===== src/rtl/com_test_port_if.sv =====
// rtl/com_test_port_if.sv - command/handshake bus between master SM and com_test_port
interface com_test_port_if #(
  parameter int NLED  = 4,
  parameter int DW    = 16,
  parameter int CNT_W = 8
);
  logic [15:0]      SysState;
  logic             Enable;
  logic [DW-1:0]    Arg;
  logic             Done;
  logic [NLED-1:0]  TestLED;
  logic [DW-1:0]    DataOut;
  logic [CNT_W-1:0] CmdCount;

  modport master (
    output SysState, Enable, Arg,
    input  Done, TestLED, DataOut, CmdCount
  );

  modport slave (
    input  SysState, Enable, Arg,
    output Done, TestLED, DataOut, CmdCount
  );
endinterface


===== src/rtl/com_test_port.sv =====
// rtl/com_test_port.sv - test/diagnostic sub-SM: LED toggle, timed blink (COMTEST_BLINK_EN), echo, clear
module com_test_port #(
  parameter int          NLED       = 4,
  parameter int          DW         = 16,
  parameter int          BLINK_DIV  = 25000000,
  parameter int          CNT_W      = 8,
  parameter logic [15:0] CMD_TOGGLE = 16'h0001,
  parameter logic [15:0] CMD_BLINK  = 16'h0002,
  parameter logic [15:0] CMD_ECHO   = 16'h0003,
  parameter logic [15:0] CMD_CLEAR  = 16'h0004
) (
  input  logic           Clk,
  input  logic           Rst,
  com_test_port_if.slave bus
);

`ifdef COMTEST_BLINK_EN
  typedef enum logic [1:0] {ST_IDLE, ST_DONE, ST_BLINK} state_t;
  localparam int DIV_W = $clog2(BLINK_DIV);
  localparam logic [DIV_W-1:0] DIV_LOAD = DIV_W'(BLINK_DIV - 1);
`else
  typedef enum logic [1:0] {ST_IDLE, ST_DONE} state_t;
`endif

  state_t           state, state_nxt;
  logic [NLED-1:0]  led, led_nxt;
  logic [DW-1:0]    data, data_nxt;
  logic [CNT_W-1:0] cnt, cnt_nxt;
  logic             done, done_nxt;
  logic [NLED-1:0]  mask;

`ifdef COMTEST_BLINK_EN
  logic [DIV_W-1:0] div, div_nxt;
  logic [8:0]       tog, tog_nxt;
  logic [NLED-1:0]  saved, saved_nxt;
  logic [NLED-1:0]  bmask, bmask_nxt;
  logic [7:0]       nblink;

  assign nblink = (bus.Arg[15:8] == 8'd0) ? 8'd1 : bus.Arg[15:8];
`endif

  // A zero mask selects every LED.
  assign mask = (bus.Arg[NLED-1:0] == '0) ? '1 : bus.Arg[NLED-1:0];

  always_comb begin
    state_nxt = state;
    led_nxt   = led;
    data_nxt  = data;
    cnt_nxt   = cnt;
    done_nxt  = done;
`ifdef COMTEST_BLINK_EN
    div_nxt   = div;
    tog_nxt   = tog;
    saved_nxt = saved;
    bmask_nxt = bmask;
`endif
    case (state)
      ST_IDLE: begin
        if (bus.Enable && !done) begin
          if (bus.SysState == CMD_TOGGLE) begin
            led_nxt   = led ^ mask;
            cnt_nxt   = cnt + CNT_W'(1);
            done_nxt  = 1'b1;
            state_nxt = ST_DONE;
          end else if (bus.SysState == CMD_ECHO) begin
            data_nxt  = bus.Arg;
            cnt_nxt   = cnt + CNT_W'(1);
            done_nxt  = 1'b1;
            state_nxt = ST_DONE;
          end else if (bus.SysState == CMD_CLEAR) begin
            led_nxt   = '1;
            data_nxt  = '0;
            cnt_nxt   = '0;
            done_nxt  = 1'b1;
            state_nxt = ST_DONE;
          end
`ifdef COMTEST_BLINK_EN
          else if (bus.SysState == CMD_BLINK) begin
            saved_nxt = led;
            bmask_nxt = mask;
            tog_nxt   = {nblink, 1'b0};
            div_nxt   = DIV_LOAD;
            state_nxt = ST_BLINK;
          end
`endif
        end
      end
`ifdef COMTEST_BLINK_EN
      ST_BLINK: begin
        // Abort wins over a coinciding toggle so the LEDs always come back intact.
        if (!bus.Enable) begin
          led_nxt   = saved;
          state_nxt = ST_IDLE;
        end else if (div == '0) begin
          led_nxt = led ^ bmask;
          div_nxt = DIV_LOAD;
          tog_nxt = tog - 9'd1;
          if (tog == 9'd1) begin
            cnt_nxt   = cnt + CNT_W'(1);
            done_nxt  = 1'b1;
            state_nxt = ST_DONE;
          end
        end else begin
          div_nxt = div - DIV_W'(1);
        end
      end
`endif
      ST_DONE: begin
        if (!bus.Enable) begin
          done_nxt  = 1'b0;
          state_nxt = ST_IDLE;
        end
      end
      default: state_nxt = ST_IDLE;
    endcase
  end

  always_ff @(posedge Clk or negedge Rst) begin
    if (!Rst) begin
      state <= ST_IDLE;
      led   <= '1;
      data  <= '0;
      cnt   <= '0;
      done  <= 1'b0;
`ifdef COMTEST_BLINK_EN
      div   <= '0;
      tog   <= '0;
      saved <= '1;
      bmask <= '0;
`endif
    end else begin
      state <= state_nxt;
      led   <= led_nxt;
      data  <= data_nxt;
      cnt   <= cnt_nxt;
      done  <= done_nxt;
`ifdef COMTEST_BLINK_EN
      div   <= div_nxt;
      tog   <= tog_nxt;
      saved <= saved_nxt;
      bmask <= bmask_nxt;
`endif
    end
  end

  assign bus.Done     = done;
  assign bus.TestLED  = led;
  assign bus.DataOut  = data;
  assign bus.CmdCount = cnt;

endmodule


===== src/flat_wrapper.sv =====
// flat-port wrapper written by rule: the top's interface ports become plain ports
module com_test_port_flat 
#(
  parameter int          NLED       = 4,
  parameter int          DW         = 16,
  parameter int          BLINK_DIV  = 25000000,
  parameter int          CNT_W      = 8,
  parameter logic [15:0] CMD_TOGGLE = 16'h0001,
  parameter logic [15:0] CMD_BLINK  = 16'h0002,
  parameter logic [15:0] CMD_ECHO   = 16'h0003,
  parameter logic [15:0] CMD_CLEAR  = 16'h0004
)
  (Clk, Rst, bus_SysState, bus_Enable, bus_Arg, bus_Done, bus_TestLED, bus_DataOut, bus_CmdCount);
  com_test_port_if #(.NLED(NLED), .DW(DW), .CNT_W(CNT_W)) bus_i ();
  input  logic Clk;
  input  logic Rst;
  input wire logic [$bits(bus_i.SysState)-1:0] bus_SysState;
  input wire logic [$bits(bus_i.Enable)-1:0] bus_Enable;
  input wire logic [$bits(bus_i.Arg)-1:0] bus_Arg;
  output wire logic [$bits(bus_i.Done)-1:0] bus_Done;
  output wire logic [$bits(bus_i.TestLED)-1:0] bus_TestLED;
  output wire logic [$bits(bus_i.DataOut)-1:0] bus_DataOut;
  output wire logic [$bits(bus_i.CmdCount)-1:0] bus_CmdCount;
  assign bus_i.SysState = bus_SysState;
  assign bus_i.Enable = bus_Enable;
  assign bus_i.Arg = bus_Arg;
  assign bus_Done = bus_i.Done;
  assign bus_TestLED = bus_i.TestLED;
  assign bus_DataOut = bus_i.DataOut;
  assign bus_CmdCount = bus_i.CmdCount;
  com_test_port #(.NLED(NLED), .DW(DW), .BLINK_DIV(BLINK_DIV), .CNT_W(CNT_W), .CMD_TOGGLE(CMD_TOGGLE), .CMD_BLINK(CMD_BLINK), .CMD_ECHO(CMD_ECHO), .CMD_CLEAR(CMD_CLEAR)) u_core (.Clk(Clk), .Rst(Rst), .bus(bus_i));
endmodule

===== config.mk =====
export PLATFORM = sky130hd
export DESIGN_NAME = com_test_port_flat
export DESIGN_NICKNAME = d
export VERILOG_FILES = /design/src/rtl/com_test_port_if.sv /design/src/rtl/com_test_port.sv /design/src/flat_wrapper.sv
export SDC_FILE = /design/constraint.sdc
export NUM_CORES = 1
export LEC_CHECK = 0
export ABC_AREA = 1
export CAP_MARGIN = 20
export CORE_MARGIN = 2
export CORE_UTILIZATION = 40
export DETAILED_ROUTE_END_ITERATION = 10
export GPL_ROUTABILITY_DRIVEN = 0
export HOLD_SLACK_MARGIN = 0.05
export PLACE_DENSITY_LB_ADDON = 0.3
export REMOVE_ABC_BUFFERS = 1
export SYNTH_ARGS = -nofsm -noshare
export SYNTH_HDL_FRONTEND = slang
export SYNTH_SLANG_ARGS = --single-unit

===== constraint.sdc =====
create_clock -name Clk -period 1.27 [get_ports Clk]
set_input_delay 0.1905 -clock Clk [delete_from_list [all_inputs] [get_ports Clk]]
set_output_delay 0.1905 -clock Clk [all_outputs]
set_load 0.005 [all_outputs]

**After elaboration in Yosys (flattened, before gate mapping)**

Cells that the tools add are included.

- Output and inout bits: 29
- Flip-flop bits (word level): 31
- Input bits: 35

- Add/sub/neg operators: 1
- Reductions and logical operators: 13
- Muxes and demuxes: 21
- Bitwise logic cells: 2
- Eq/ne operators: 8

Operator list:

| operator | number |
|---|---|
| 2-to-1 mux 16 bit | 2 |
| 2-to-1 mux 8 bit | 3 |
| equality test 16 x 1 -> 1 bit, second input constant | 1 |
| equality test 16 x 2 -> 1 bit, second input constant | 1 |
| equality test 16 x 3 -> 1 bit, second input constant | 1 |
| 2-to-1 mux 4 bit | 4 |
| AND reduction 4 bit | 3 |
| 2-to-1 mux 2 bit | 5 |
| adder 8 x 1 -> 8 bit, second input constant | 1 |
| AND reduction 3 bit | 2 |
| nonzero test 2 bit | 3 |
| 2-to-1 mux 1 bit | 5 |
| logical NOT 4 bit | 1 |
| != test 2 x 1 -> 1 bit, second input constant | 2 |
| != test 4 x 1 -> 1 bit, second input constant | 1 |
| case mux 2 bit (2 select lines) | 1 |
| bitwise XOR 4 bit | 1 |
| nonzero test 3 bit | 1 |
| equality test 2 x 1 -> 1 bit, second input constant | 1 |
| logical NOT 2 bit | 1 |
| != test 2 bit, second input constant | 1 |
| case mux 1 bit (2 select lines) | 1 |
| logical AND 1 bit | 1 |
| logical NOT 1 bit | 1 |
| inverter 1 bit | 1 |

**Depth between registers and ports, before layout**

- Depth after elaboration: 6
- Gate-level depth with buffers: 10
- Gate-level depth less buffers: 9

**Worst setup path before layout**

No wires, ideal clock.

- Path type: register to register
- Start: register u_core.state[0]
- End: register u_core.data[11], in the netlist u_core.bus.DataOut[11]
- Arrival: 1.239 ns
- Cell stages (with the launch flop): 8
- Path buffers: 1
- Setup time: 0.115 ns
- Slack: -0.084 ns
- Period minus slack after synthesis: 1.354 ns
- Cell sequence: dfrtp_1 nor2_8 inv_1 nor2_2 nand2_4 buf_12 nand2_2 nand2_2

- Word-level cells in the longest chain between the ends: 2

RTL lines:

| what | line | text |
|---|---|---|
| from (decl) | com_test_port.sv:25 | `state_t state, state_nxt;` |
| from (signal assigned) | com_test_port.sv:132 | `state <= state_nxt;` |
| logical NOT 2 bit | com_test_port.sv:57 | `case (state)` |
| AND reduction 4 bit (no line) | -- |  |
| to (signal assigned) | com_test_port.sv:134 | `data <= data_nxt;` |
| to (decl) | com_test_port.sv:27 | `logic [DW-1:0] data, data_nxt;` |

Every way passes these cells.
A chain may end at the register's enable or synchronous reset.

**Worst setup path in the final report**

- Start: register u_core.cnt[0], in the netlist u_core.bus.CmdCount[0]
- End: output bus_CmdCount[0]

RTL lines:

| what | line | text |
|---|---|---|
| from (decl) | com_test_port.sv:28 | `logic [CNT_W-1:0] cnt, cnt_nxt;` |
| from (signal assigned) | com_test_port.sv:135 | `cnt <= cnt_nxt;` |
| to (decl) | flat_wrapper.sv:23 | `output wire logic [$bits(bus_i.CmdCount)-1:0] bus_CmdCount;` |

No word-level cell between the ends.

==> flow_metrics.tcl <==
set metrics [dict create \
    endpoint_kind "output pin" \
    dieArea_mm2 0.004812 \
    crit_type "flip-flop to output pin" \
    overflow 0 \
    violations "setup timing" \
    finish.utilization 0.7515 \
    grt_max_degree 30 \
    crit_chain "buf_4 > buf_6 > dlygate4sd2_1" \
    fp.dieW_um 69.37 \
    setup_viol 5 \
    antenna_found_initial 0 \
    drt_wl_total_um 5263 \
    placed_cells 359 \
    grt_pass1_vias 1819 \
    cpMaxStageDelayCell "dfrtp_1" \
    seq_area_frac_synth 0.4275 \
    finalHoldViolCount 0 \
    finalCriticalPeriod_ns 1.373 \
    die_h_um 69.37 \
    netlist_area_mm2 0.001709 \
    synth.most_common_cell "nand2_1" \
    syn_area_per_cell_um2 7.529 \
    status "finished with violations" \
    drv_slew 0 \
    dr_wl_met2_um 2770 \
    slowest_delay_ns 0.40 \
    clkSlewWorstSetupHoldPaths_ns 0.06 \
    postSynthCellCount 227 \
    ir_worst_vdd_uv 607.9 \
    cts_buffers 5 \
    root_buffer "clkbuf_8" \
    cp_max_fo 2 \
    worstMarginPinSlew_ns 0.2938 \
    fin_hold_ws_ns 0.1490 \
    cts_hold_buf 0 \
    htree_levels 2 \
    first_pass_iters 4 \
    rows 23 \
    drt_iter0_markers 74 \
    async_reset_ff_frac 1.000 \
    detail_route.wl_per_cell_um 13.36 \
    drc 0 \
    leakage_uw 0.001739 \
    powerDensity_mw_per_mm2 754.3 \
    cp.required_ns 1.08 \
    drv_cap 0 \
    place_hpwl_um 3093 \
    viasPerCell 4.784 \
    cts_tree "yes" \
    nets 379 \
    cp_top_family "buffers and inverters" \
    wl_met3_um 295 \
    fill_cells 289 \
    diodes 0 \
    cp_data_arrival_time_ns 1.18 \
    finalCritPeriodShare 1.081 \
    core_area_mm2 0.004058 \
    clock_path_buffers 2 \
    top_layer_used "met4" \
    drive_gt1_frac 0.3779 \
    io_pins 64 \
    cts_sinks 29 \
    postRouteAntennaNets 0 \
    synth_top_area_frac 0.3660 \
    port_buffers 63 \
    fin_worst_skew_ns 0.006020 \
    finalWorstSetupSlack_ns -0.1033 \
    synth-seq-cells 29 \
    wl_met1_um 2146 \
    synthFlopType "dfrtp_1" \
    yosysTopAreaCell "dfrtp_1" \
    synth_enable_flop_cells 0 \
    fmax_mhz 728.2 \
    grt_pass1_wl_um 8542 \
    yosys_warnings 0 \
    rsz0062_at_grt "true" \
    synth_common_cells "nand2_1 (83), dfrtp_1 (25), nand3_1 (22)" \
    yosys-top-cells-area "dfrtp_1 (37%), nand2_1 (18%), nand2_2 (7.0%), nand3_1 (6.4%), dfstp_2 (6.1%)" \
    grt_usage 0.2211 \
    clk_latency_ns 0.29 \
    initial_core_util 0.4212 \
    areaGrowthSynthToFinish_pct 78.40 \
    hp-class "input pin to flip-flop" \
    max_slew_margin 0.8035 \
    yosys.cell_types.count 22 \
    fin_cells 394 \
    cp.buffers_inverters 3 \
    start_kind "flip-flop" \
    vias 1885 \
]
-- area by class of cell --
cell class / count / area, um^2 / share of cell area
multi-input combinational: 176 / 1061 / 0.3480
timing repair buffer: 109 / 973.4 / 0.3192
sequential: 29 / 733.2 / 0.2405
inverter: 22 / 85.08 / 0.02790
clock buffer: 5 / 68.82 / 0.02257
clock inverter: 3 / 65.06 / 0.02134
tap: 50 / 62.56 / 0.02052
-- layer usage --
metal  up-vias  GRT usage
met1       889     0.2648
li1        933          -
met3         7    0.05959
met4         0    0.05664
met5         -          0
met2        56     0.3910
-- path summary, 6_finish.rpt --
| path | depth (start not counted) | slack (ns) | startpoint | end |
|---|---|---|---|---|
| max | 3 | -0.10 | u_core.bus.CmdCount[0]$_DFFE_PN0P_ | bus_CmdCount[0] |
| min | 3 | 0.15 | bus_Arg[2] | u_core.bus.DataOut[2]$_DFFE_PN0P_ |
| max reg2reg | 8 | -0.08 | u_core.bus.CmdCount[0]$_DFFE_PN0P_ | u_core.bus.CmdCount[6]$_DFFE_PN0P_ |
| min reg2reg | 2 | 0.47 | u_core.bus.DataOut[0]$_DFFE_PN0P_ | u_core.bus.DataOut[0]$_DFFE_PN0P_ |
| max in group asynchronous | 2 | 0.77 | Rst | u_core.bus.TestLED[0]$_DFFE_PN1P_ |
| min in group asynchronous | 2 | 0.26 | Rst | u_core.bus.CmdCount[5]$_DFFE_PN0P_ |
-- worst min-delay path: cells and delay by family --
kind	cells	cell delay (ns)
buffers and inverters	1	0.10
AND/OR/NAND/NOR	2	0.11
-- per-stage QoR --
stage | total power (uW) | setup WS, ns | area (um^2) | setup TNS [ns]
3_3_place_gp | 1154 | -0.3741 | 2545 | -9.941
4_1_cts | 2307 | 0.001314 | 2949 | 0
6_report | 2300 | -0.1033 | 3049 | -0.3082
2_1_floorplan | 993.5 | -0.03335 | 1682 | -0.4552
3_5_place_dp | 1157 | -0.3896 | 2545 | -10.60
5_1_grt | 2381 | -0.1391 | 3049 | -0.7051
-- where the power goes --
group	total, uW	internal [uW]	switching, uW
Sequential	925	925	0.262
Combinational	216	117	98.4
Clock	1160	779	380
-- state kept, by name (all words and copies together) (netlist names) --
| signal | cells |
|---|---|
| u_core.bus.DataOut | 16 |
| u_core.bus.CmdCount | 8 |
| u_core.state | 1 |
| u_core.bus.TestLED | 4 |
-- repair_timing --
action	in CTS	in global routing
endpoints found under the setup margin	58	21
pin swaps	21	19
setup buffers	24	2
gates cloned	2	0
resized for setup	82	30
-- logic make-up (layout without fill, tap and decap cells) --
| kind of cell | after synthesis | after routing | share of synthesized area |
|---|---|---|---|
| AOI/OAI and AO/OA | 8 | 8 | 0.02342 |
| DFF | 29 | 29 | 0.4275 |
| adders and majority gates | 1 | 1 | 0.007319 |
| buffers and inverters | 24 | 139 | 0.06442 |
| xor gates and xnor gates | 3 | 3 | 0.01538 |
| and+or+nand+nor | 162 | 164 | 0.4619 |
-- layout by cell type, fill, tap and decap left out, drive strengths merged --
cell type	n
clkinv	1
clkbuf	5
dlygate4sd2	40
nand4	3
inv	22
xnor2	1
dlymetal6s2s	5
dfstp	4
xor2	2
buf	46
bufinv	2
clkdlybuf4s15	5
nand3	23
ha	1
clkdlybuf4s50	13
dfrtp	25
o21ai	5
nand2	107
a21oi	3
nor2	31
(Power assumes the default switching activity.)
